## config.mk

```make
export PLATFORM = sky130hd
export DESIGN_NAME = pipe_ctrl_flat
export DESIGN_NICKNAME = d
export VERILOG_FILES = /design/src/rtl/pipe_ctrl_if.sv /design/src/rtl/pipe_ctrl.sv /design/src/flat_wrapper.sv
export SDC_FILE = /design/constraint.sdc
export NUM_CORES = 1
export LEC_CHECK = 0
export CAP_MARGIN = 20
export CORE_MARGIN = 2
export CORE_UTILIZATION = 46
export CTS_CLUSTER_DIAMETER = 50
export DETAILED_ROUTE_END_ITERATION = 16
export HOLD_SLACK_MARGIN = 0.12
export PLACE_DENSITY_LB_ADDON = 0.2
export SETUP_SLACK_MARGIN = 0.1
export SYNTH_ARGS = -nofsm -noshare
export SYNTH_HDL_FRONTEND = slang
export SYNTH_SLANG_ARGS = --single-unit
```

## constraint.sdc

```tcl
create_clock -name clk -period 4.42 [get_ports clk]
set_clock_uncertainty 0.15 [all_clocks]
set_input_delay 0.884 -clock clk [delete_from_list [all_inputs] [get_ports clk]]
set_output_delay 0.884 -clock clk [all_outputs]
set_load 0.01 [all_outputs]
```

## src/rtl/pipe_ctrl_if.sv

```systemverilog
// Request/response bundle between the 5-stage pipeline and its sequencer.
// Optional perf counter signals exist only when CTRL_PERF_CNT_EN is defined.
interface pipe_ctrl_if;
  // Requests are single-cycle level pulses sampled on the rising edge (no
  // valid/ready back-pressure): exc_vector/epc are only meaningful in the
  // cycle their request is high; new_pc is only meaningful while flush=1.
  logic        stallreq_id;
  logic        stallreq_ex;
  logic        stallreq_mem;
  logic        exc_req;
  logic [31:0] exc_vector;
  logic        eret_req;
  logic [31:0] epc;
  logic [5:0]  stall;
  logic        flush;
  logic [31:0] new_pc;
  logic        stall_timeout;
`ifdef CTRL_PERF_CNT_EN
  logic [31:0] perf_stall_cyc;
  logic [15:0] perf_flush_cnt;
`endif

  modport master (
    output stallreq_id, stallreq_ex, stallreq_mem,
    output exc_req, exc_vector, eret_req, epc,
    input  stall, flush, new_pc, stall_timeout
`ifdef CTRL_PERF_CNT_EN
    , input perf_stall_cyc, perf_flush_cnt
`endif
  );

  modport slave (
    input  stallreq_id, stallreq_ex, stallreq_mem,
    input  exc_req, exc_vector, eret_req, epc,
    output stall, flush, new_pc, stall_timeout
`ifdef CTRL_PERF_CNT_EN
    , output perf_stall_cyc, perf_flush_cnt
`endif
  );
endinterface

```

## src/rtl/pipe_ctrl.sv

```systemverilog
// Pipeline sequencer: stall merge, exception/ERET flush + redirect, blanking, stall watchdog.
// Define CTRL_PERF_CNT_EN to add the stall-cycle and flush perf counters.
module pipe_ctrl #(
  parameter int unsigned BLANK_CYCLES = 3,
  parameter int unsigned MAX_STALL    = 255
) (
  input  logic       clk,
  input  logic       rst,
  pipe_ctrl_if.slave bus,
  output logic [1:0] o_dbg_state
);

  typedef enum logic [1:0] {
    ST_RUN   = 2'd0,
    ST_FLUSH = 2'd1,
    ST_BLANK = 2'd2
  } state_t;

  localparam logic [3:0]  BLANK_INIT = 4'(BLANK_CYCLES - 1);
  localparam logic [15:0] STALL_MAX  = 16'(MAX_STALL);

  state_t      r_state;
  state_t      w_state_next;
  logic        r_flush;
  logic        w_flush_next;
  logic [31:0] r_new_pc;
  logic [31:0] w_new_pc_next;
  logic [3:0]  r_blank_cnt;
  logic [3:0]  w_blank_cnt_next;
  logic [15:0] r_stall_cnt;
  logic [15:0] w_stall_cnt_next;
  logic        r_stall_timeout;
  logic [5:0]  w_stall;

  // The deepest requesting stage freezes itself and everything upstream.
  always_comb begin
    w_stall = 6'b000000;
    if (r_flush)               w_stall = 6'b000000;
    else if (bus.stallreq_mem) w_stall = 6'b011111;
    else if (bus.stallreq_ex)  w_stall = 6'b001111;
    else if (bus.stallreq_id)  w_stall = 6'b000111;
  end

  always_comb begin
    w_state_next     = r_state;
    w_flush_next     = 1'b0;
    w_new_pc_next    = r_new_pc;
    w_blank_cnt_next = r_blank_cnt;
    case (r_state)
      ST_RUN: begin
        if (bus.exc_req) begin
          w_state_next  = ST_FLUSH;
          w_flush_next  = 1'b1;
          w_new_pc_next = bus.exc_vector;
        end else if (bus.eret_req) begin
          w_state_next  = ST_FLUSH;
          w_flush_next  = 1'b1;
          w_new_pc_next = bus.epc;
        end
      end
      ST_FLUSH: begin
        w_state_next     = ST_BLANK;
        w_blank_cnt_next = BLANK_INIT;
      end
      ST_BLANK: begin
        // Bubbles are still draining; a fresh exception here would be spurious.
        if (r_blank_cnt == 4'd0) w_state_next = ST_RUN;
        else                     w_blank_cnt_next = r_blank_cnt - 4'd1;
      end
      default: w_state_next = ST_RUN;
    endcase
  end

  always_comb begin
    w_stall_cnt_next = r_stall_cnt;
    if (r_flush || !w_stall[0])     w_stall_cnt_next = 16'd0;
    else if (r_stall_cnt != STALL_MAX) w_stall_cnt_next = r_stall_cnt + 16'd1;
  end

  always_ff @(posedge clk) begin
    if (rst) begin
      r_state         <= ST_RUN;
      r_flush         <= 1'b0;
      r_new_pc        <= 32'd0;
      r_blank_cnt     <= 4'd0;
      r_stall_cnt     <= 16'd0;
      r_stall_timeout <= 1'b0;
    end else begin
      r_state         <= w_state_next;
      r_flush         <= w_flush_next;
      r_new_pc        <= w_new_pc_next;
      r_blank_cnt     <= w_blank_cnt_next;
      r_stall_cnt     <= w_stall_cnt_next;
      r_stall_timeout <= (w_stall_cnt_next == STALL_MAX);
    end
  end

  assign bus.stall         = w_stall;
  assign bus.flush         = r_flush;
  assign bus.new_pc        = r_new_pc;
  assign bus.stall_timeout = r_stall_timeout;
  assign o_dbg_state       = r_state;

`ifdef CTRL_PERF_CNT_EN
  logic [31:0] r_perf_stall_cyc;
  logic [15:0] r_perf_flush_cnt;

  always_ff @(posedge clk) begin
    if (rst) begin
      r_perf_stall_cyc <= 32'd0;
      r_perf_flush_cnt <= 16'd0;
    end else begin
      if (w_stall[0]) r_perf_stall_cyc <= r_perf_stall_cyc + 32'd1;
      if (r_flush)    r_perf_flush_cnt <= r_perf_flush_cnt + 16'd1;
    end
  end

  assign bus.perf_stall_cyc = r_perf_stall_cyc;
  assign bus.perf_flush_cnt = r_perf_flush_cnt;
`endif

endmodule

```

## src/flat_wrapper.sv

```systemverilog
// flat-port wrapper written by rule: the top's interface ports become plain ports
module pipe_ctrl_flat 
#(
  parameter int unsigned BLANK_CYCLES = 3,
  parameter int unsigned MAX_STALL    = 255
)
  (clk, rst, o_dbg_state, bus_stallreq_id, bus_stallreq_ex, bus_stallreq_mem, bus_exc_req, bus_exc_vector, bus_eret_req, bus_epc, bus_stall, bus_flush, bus_new_pc, bus_stall_timeout);
  pipe_ctrl_if bus_i ();
  input  logic clk;
  input  logic rst;
  output logic [1:0] o_dbg_state;
  input wire logic [$bits(bus_i.stallreq_id)-1:0] bus_stallreq_id;
  input wire logic [$bits(bus_i.stallreq_ex)-1:0] bus_stallreq_ex;
  input wire logic [$bits(bus_i.stallreq_mem)-1:0] bus_stallreq_mem;
  input wire logic [$bits(bus_i.exc_req)-1:0] bus_exc_req;
  input wire logic [$bits(bus_i.exc_vector)-1:0] bus_exc_vector;
  input wire logic [$bits(bus_i.eret_req)-1:0] bus_eret_req;
  input wire logic [$bits(bus_i.epc)-1:0] bus_epc;
  output wire logic [$bits(bus_i.stall)-1:0] bus_stall;
  output wire logic [$bits(bus_i.flush)-1:0] bus_flush;
  output wire logic [$bits(bus_i.new_pc)-1:0] bus_new_pc;
  output wire logic [$bits(bus_i.stall_timeout)-1:0] bus_stall_timeout;
  assign bus_i.stallreq_id = bus_stallreq_id;
  assign bus_i.stallreq_ex = bus_stallreq_ex;
  assign bus_i.stallreq_mem = bus_stallreq_mem;
  assign bus_i.exc_req = bus_exc_req;
  assign bus_i.exc_vector = bus_exc_vector;
  assign bus_i.eret_req = bus_eret_req;
  assign bus_i.epc = bus_epc;
  assign bus_stall = bus_i.stall;
  assign bus_flush = bus_i.flush;
  assign bus_new_pc = bus_i.new_pc;
  assign bus_stall_timeout = bus_i.stall_timeout;
  pipe_ctrl #(.BLANK_CYCLES(BLANK_CYCLES), .MAX_STALL(MAX_STALL)) u_core (.clk(clk), .rst(rst), .bus(bus_i), .o_dbg_state(o_dbg_state));
endmodule
```

**Word level (Yosys, flattened, before mapping)**

Index checks and enable logic that the tools add are counted.

- Register bits: 56
- Input port bits: 71
- Output and inout port bits: 42
- Word-level logic and storage cells: 42

- $add $sub $neg: 2
- Equal/unequal tests: 7
- Multiplexer cells: 16
- Bitwise logic cells: 1
- Reductions and logical operators: 10

Operators by type and width:

| kind | count |
|---|---|
| 32-bit two-way mux | 2 |
| 16-bit two-way mux | 2 |
| 6-bit two-way mux | 3 |
| 16-bit by 1-bit adder with 16-bit output, second input constant | 1 |
| 16-bit by 8-bit equality test with 1-bit output, second input constant | 1 |
| 16-bit by 8-bit inequality test with 1-bit output, second input constant | 1 |
| 4-bit one-hot mux with 2 select lines | 1 |
| 2-bit two-way mux | 3 |
| 2-bit one-hot mux with 3 select lines | 1 |
| 2-bit AND reduction | 3 |
| 4-bit zero test | 1 |
| 4-bit two-way mux | 1 |
| 2-bit nonzero test | 2 |
| 4-bit by 1-bit subtractor with 4-bit output, second input constant | 1 |
| 3-bit two-way mux | 1 |
| 3-bit inequality test, second input constant | 1 |
| 2-bit by 1-bit equality test with 1-bit output, second input constant | 1 |
| 2-bit equality test, second input constant | 1 |
| 2-bit zero test | 1 |
| 1-bit two-way mux | 2 |
| 2-bit by 1-bit inequality test with 1-bit output, second input constant | 1 |
| 2-bit inequality test, second input constant | 1 |
| 2-bit OR reduction | 1 |
| 1-bit zero test | 1 |
| other kinds (2) | 2 |

**Longest topological paths before layout**

Gate-level depths: netlist (run 1).

- Word-level depth: 8
- Mapped depth: 9
- Mapped depth without buffers: 8

**Worst setup path before layout (run 1)**

OpenSTA, ideal clock, no wires.

- Path kind: input to output
- Start: input bus_stallreq_ex
- End: output bus_stall[1]
- Arrival time: 1659 ps
- Data required time: 3386 ps
- Slack: 1727 ps
- Stages: 3
- Path buffers: 1
- Cell sequence: or3_1 -> nor2b_1 -> buf_4

- Longest elaborated chain between the ends: 3

RTL lines:

| element | line | source |
|---|---|---|
| from (decl) | flat_wrapper.sv:13 | `input wire logic [$bits(bus_i.stallreq_ex)-1:0] bus_stallreq_ex;` |
| 6-bit two-way mux | pipe_ctrl.sv:40 | `else if (bus.stallreq_ex) w_stall = 6'b001111;` |
| 6-bit two-way mux | pipe_ctrl.sv:39 | `else if (bus.stallreq_mem) w_stall = 6'b011111;` |
| 6-bit two-way mux | pipe_ctrl.sv:38 | `if (r_flush) w_stall = 6'b000000;` |
| to (decl) | flat_wrapper.sv:19 | `output wire logic [$bits(bus_i.stall)-1:0] bus_stall;` |

Every way passes these cells.

**Final worst setup path (run 1)**

- Start: input bus_stallreq_mem
- End: output bus_stall[1]

- Longest elaborated chain between the ends: 2

RTL lines:

| element | line | source |
|---|---|---|
| from (decl) | flat_wrapper.sv:14 | `input wire logic [$bits(bus_i.stallreq_mem)-1:0] bus_stallreq_mem;` |
| 6-bit two-way mux | pipe_ctrl.sv:39 |  |
| 6-bit two-way mux | pipe_ctrl.sv:38 |  |

Every way passes these cells.

==> results.yml, run 1 <==
status:
  run_status: "complete, no violations"
synthesis:
  yosysMostFrequentCell: "dfxtp_1"
  synth_cell_types: 44
  syn_area_per_cell_um2: 9.06
  synth_ff_type: "dfxtp_1"
  ys_seq_elements: 56
  synth_largest_area_cell: "dfxtp_1"
  yosys_warnings: 0
  synth_seq_area_share_pct: 41.7
  synth_edf_count: 0
  syn-num-nets: 370
  synthArstFlopShare_pct: 0
  synth_cells: 297
  synthTopCellsByCount: "dfxtp_1, nor2_1, a211oi_1"
  syn_area_um2: 2690
  synth_top_area_share_pct: 41.7
  yosys-top-cells-area: "dfxtp_1, mux2i_1, a211oi_1"
global_routing:
  grt_max_degree: 51
  grt.overflow.total: 0
  grtUsageTotal_pct: 21.8
  antenna_found_initial: 1
  grt_pass1_wl_mm: 10.9
  grt_pass1_vias: 2355
clock_tree:
  clk_pin_slew_ps: 100
  clk_path_buf_depth: 2
  postCtsResizedCells: 0
  clk-insertion-delay-late_ps: 310
  h-tree-depth: 2
  post_cts_buffers: 0
  holdBufCountCts: 0
  cts_sinks: 56
  tritoncts: "built"
  cts_buffers: 5
  clockRootBuffer: "clkbuf_8"
power:
  power_mw: 1.22
  ir_worst_vdd_mv: 0.253
  p_per_area_nw_per_um2: 313
  p_leak_nw: 1.51
layout:
  n_antenna_cell: 0
  fin_util_pct: 70.0
  multiInputGateArea_um2: 1430
  area_delta_synth_final_pct: 45.0
  final_layout_size_suffix_gt1_share_pct: 4.81
  finish.net_count: 467
  fill_cells: 468
  final-seq-area_um2: 1120
sta:
  tns_ps: 0
  finalCritPeriodShare_pct: 79.8
  slew_viol_final: 0
  rsz0062_at_grt: "false"
  hold_viol: 0
  slew_headroom_pct: 57.5
  min_period_ps: 3530
  setup_viol: 0
  fmax_mhz: 284
  worst_pin_slew_ps: 628
  hold_ws_ps: 325
drt:
  first_iter_violations: 68
  vias_per_cell: 5.28
  routed_wl_mm: 6.72
  drc: 0
  drtPass1Iterations: 5
  wire_per_inst_um: 14.4
  num_vias: 2466
  antenna_left: 0
die:
  die_x_um: 80.5
  start_util_pct: 48.3
  ioPinCount: 113
  rows: 27
  die-area_um2: 6480
  chipHeight_um: 80.5
  core_area_um2: 5570
min_path:
  min-delay-path-class: "reg -> reg"
job:
  cap_violations: 0
critical_path:
  setup.worst_path.start_class: "primary input"
  crit_path_end_kind: "output pin"
  critical_path_required_ps: 3390
  worstSetupPathType: "in -> out"
  critical_path.max_fanout: 4
  cp.arrival_ps: 2490
placement:
  place_congestion: 0.798
  io_buffers: 111
  dp_hpwl_mm: 5.07
[final timing paths]
kind | from | slack (ps) | to | cells past startpoint
min reg2reg | u_core.r_blank_cnt[0] | 330 | u_core.r_blank_cnt[0] | 2
max reg2reg | u_core.r_stall_cnt[0] | 2300 | u_core.bus.stall_timeout | 7
max | bus_stallreq_mem | 890 | bus_stall[1] | 4
min | u_core.r_blank_cnt[0] | 330 | u_core.r_blank_cnt[0] | 2
[critical path: stages]
cell and delay (ps):
clkdlybuf4s50_1 480, or3_1 170, nor2b_1 350, clkdlybuf4s50_1 610
[power by group]
group          leakage [nW]  total, mW  internal, mW  switching, mW
clock network        0.0614      0.354         0.186          0.169
logic                 0.989      0.296         0.171          0.125
registers             0.461      0.573         0.546         0.0267
total                  1.51       1.22         0.903          0.320
[state kept, by name, indices dropped and copies added, names as in the netlist]
register / flops
u_core.bus.flush: 1
u_core.bus.stall_timeout: 1
u_core.r_stall_cnt: 16
u_core.r_blank_cnt: 4
u_core.bus.new_pc: 32
u_core.o_dbg_state: 2
[stage by stage]
stage / setup slack [ps] / instances / instance area (um^2)
6_report: 894 / 467 / 3900
3_3_place_gp: 939 / 459 / 3780
2_1_floorplan: 1730 / 297 / 2690
3_5_place_dp: 906 / 459 / 3780
4_1_cts: 906 / 467 / 3900
5_1_grt: 796 / 467 / 3900
[layer usage]
layer | up-vias | track usage (%) | share of wire (%)
met3 | 9 | 8.20 | 8.0
met4 | 2 | 7.46 | 1.3
met5 | - | 0 | 0.16
li1 | 1261 | - | -
met1 | 1111 | 24.3 | 41
met2 | 83 | 37.9 | 50
[cell usage in the layout, fill, tap and decap left out, types with 4 or more instances in the layout]
master,synthesis,final
nor3_1,5,5
nand4_1,7,7
and3_1,6,6
dfxtp_1,56,56
clkbuf_8,0,6
nand2_1,8,8
mux2i_1,32,32
a211oi_1,33,33
inv_1,4,4
clkdlybuf4s50_1,0,110
xnor2_1,4,4
nor2_1,53,53
nor2b_1,4,4
nand3_1,9,9
a21oi_1,5,5
o211ai_1,4,4
xor2_1,12,12
[cell families after synthesis]
logic type | after synthesis | synth area share (%)
AOI/OAI and AO/OA | 55 | 15.1
xor gates and xnor gates | 16 | 5.21
adders and majority gates | 2 | 0.930
buffers and inverters | 28 | 5.30
DFF | 56 | 41.7
muxes | 32 | 11.9
other | 1 | 0.139
and+or+nand+nor | 107 | 19.8
[cell type report]
class,count,area share [%]
clock buffers,6,2.12
clock inverters,2,0.994
inverters,4,0.385
multi-input cells,213,36.6
flip-flops and latches,56,28.7
well taps,72,2.31
repair buffers,114,28.9
Power figures use the tool's default switching activity.
==> run 2: changes to the inputs <==
--- a/config.mk
+++ b/config.mk
@@ -7,7 +7,7 @@
 export LEC_CHECK = 0
 export CAP_MARGIN = 20
 export CORE_MARGIN = 2
-export CORE_UTILIZATION = 46
+export CORE_UTILIZATION = 43
 export CTS_CLUSTER_DIAMETER = 50
 export DETAILED_ROUTE_END_ITERATION = 16
 export HOLD_SLACK_MARGIN = 0.12
==> constraint.sdc (replaced) <==
create_clock -name clk -period 3.5 [get_ports clk]
set_clock_uncertainty 0.15 [all_clocks]
set_input_delay 0.7 -clock clk [delete_from_list [all_inputs] [get_ports clk]]
set_output_delay 0.7 -clock clk [all_outputs]
set_load 0.01 [all_outputs]
==> run 2 against run 1 <==
Non-clock buffer count stayed put. Wire length is 3.7% lower. Final cell count is 0.43% higher. Combinational power is 26% higher. Register-to-register slack worse by 960 ps. Via count is 2.3% lower. Sequential cell count stayed put. First-iteration DRC count is 5.9% lower. Design area is 0.29% higher. Critical path depth stayed put. Power is 29% higher.
==> results.yml, run 2 (synthesis gave the netlist of run 1 again) <==
die:
  die_x_um: 83.1
  chipHeight_um: 83.1
  die-area_um2: 6910
  start_util_pct: 44.9
  rows: 28
  ioPinCount: 113
  core_area_um2: 5990
clock_tree:
  post_cts_buffers: 0
  postCtsResizedCells: 0
  tritoncts: "built"
  holdBufCountCts: 0
  clk-insertion-delay-late_ps: 300
  clk_pin_slew_ps: 90
  cts_sinks: 56
  h-tree-depth: 2
  clockRootBuffer: "clkbuf_8"
  cts_buffers: 5
  clk_path_buf_depth: 2
critical_path:
  worstSetupPathType: "in -> out"
  cp.arrival_ps: 2250
  reg2reg_setup_slack_ps: 1340
  critical_path_required_ps: 2650
  crit_path_end_kind: "output pin"
  critical_path.max_fanout: 4
  reg2regPathDepth: 7
  r2r-start: "u_core.r_stall_cnt[0]"
  rr_endpoint: "u_core.bus.stall_timeout"
  setup.worst_path.start_class: "primary input"
placement:
  place_area_um2: 3790
  dp_worst_setup_slack_ps: 374
  place_congestion: 0.843
  dp_hpwl_mm: 4.90
  io_buffers: 111
  placed_cells: 462
global_routing:
  grt_max_degree: 65
  grtUsageTotal_pct: 18.8
  antenna_found_initial: 0
  grt_pass1_wl_mm: 10.8
  grt.overflow.total: 0
  grt_pass1_vias: 2396
layout:
  finish.net_count: 467
  final_cell_mix: "clkdlybuf4s50_1, dfxtp_1, nor2_1"
  final-instance-count-excl-fill: 469
  mostFrequentLayoutCell: "clkdlybuf4s50_1"
  largest_reg_flops: 32
  n_antenna_cell: 0
  fin_area_um2: 3920
  area_delta_synth_final_pct: 45.5
  final_layout_size_suffix_gt1_share_pct: 4.57
sta:
  setup_viol: 0
  fmax_mhz: 323
  worst_pin_slew_ps: 646
  hold_viol: 0
  finalCritPeriodShare_pct: 88.4
  rsz0062_at_grt: "false"
  min_period_ps: 3100
  slew_viol_final: 0
  slew_headroom_pct: 56.2
  tns_ps: 0
  timing.final.ws_setup_ps: 404
  hold_ws_ps: 322
power:
  p_int_mw: 1.19
  p_per_area_nw_per_um2: 404
  pwr-share-seq_pct: 45.7
  power.share.combinational_pct: 23.5
  pwr-share-clk_pct: 30.8
  swShare_pct: 24.9
  ir_worst_vdd_mv: 0.202
  p_leak_nw: 1.51
  p_switching_uw: 394
drt:
  vias_per_cell: 5.14
  antenna_left: 0
  drc: 0
  first_iter_violations: 64
  wire_per_inst_um: 13.8
  drtPass1Iterations: 4
  num_vias: 2409
  routed_wl_mm: 6.47
min_path:
  min-delay-path-class: "reg -> reg"
  min-delay-start: "u_core.r_blank_cnt[0]"
  holdPathEnd: "u_core.r_blank_cnt[0]"
  hold_depth: 2
job:
  cap_violations: 0
status:
  run_status: "complete, no violations"
run 2: routing by layer:
layer  track usage (%)  vias up  part of all wire [%]
li1                  -     1258                     -
met1              22.0     1058                    43
met2              30.6       82                    46
met3              8.35       11                   9.4
met4              6.71        0                   2.1
met5                 0        -                     0
run 2: cell type report:
class / count / area (um^2)
tap: 75 / 93.8
fill: 519 / 2080
multi-input combinational: 213 / 1430
inverter: 4 / 15.0
timing repair buffer: 114 / 1130
sequential: 56 / 1120
clock inverter: 2 / 60.1
clock buffer: 5 / 68.8
run 2: worst max path at each step:
stage	startpoint	end	slack, ps	cells past startpoint
finish	bus_stallreq_mem	bus_stall[0]	400	4
global route	bus_stallreq_mem	bus_stall[0]	300	4
CTS	bus_stallreq_mem	bus_stall[0]	380	4
detailed placement	bus_stallreq_mem	bus_stall[0]	370	4
global placement	bus_stallreq_ex	bus_stall[0]	430	4
floorplan	bus_stallreq_ex	bus_stall[1]	1170	3
run 2: critical path, cell delays in order:
cell,delay (ps)
clkdlybuf4s50_1,480
or3_1,160
nor2b_1,300
clkdlybuf4s50_1,600
run 2: power by group through the flow:
stage               clock network (mW)  logic, mW  registers (mW)
floorplan                            0      0.147           0.755
global placement                     0      0.372           0.735
detailed placement                   0      0.375           0.737
CTS                              0.495      0.376           0.723
global route                     0.518      0.408           0.731
finish                           0.487      0.372           0.723
run 2: metrics by stage:
stage	utilization (%)	power (mW)
after floorplan	-	0.902
after global placement	63.2	1.11
after detailed placement	63.2	1.11
after CTS	65.4	1.59
after global routing	65.4	1.66
final	65.4	1.58
==> run 3: changes to the inputs <==
--- a/config.mk
+++ b/config.mk
@@ -5,6 +5,7 @@
 export SDC_FILE = /design/constraint.sdc
 export NUM_CORES = 1
 export LEC_CHECK = 0
+export ABC_CLOCK_PERIOD_IN_PS = 3500
 export CAP_MARGIN = 20
 export CORE_MARGIN = 2
 export CORE_UTILIZATION = 43
==> results of run 3 <==
The final DEF is identical to that of run 2; final timing and power are the same.
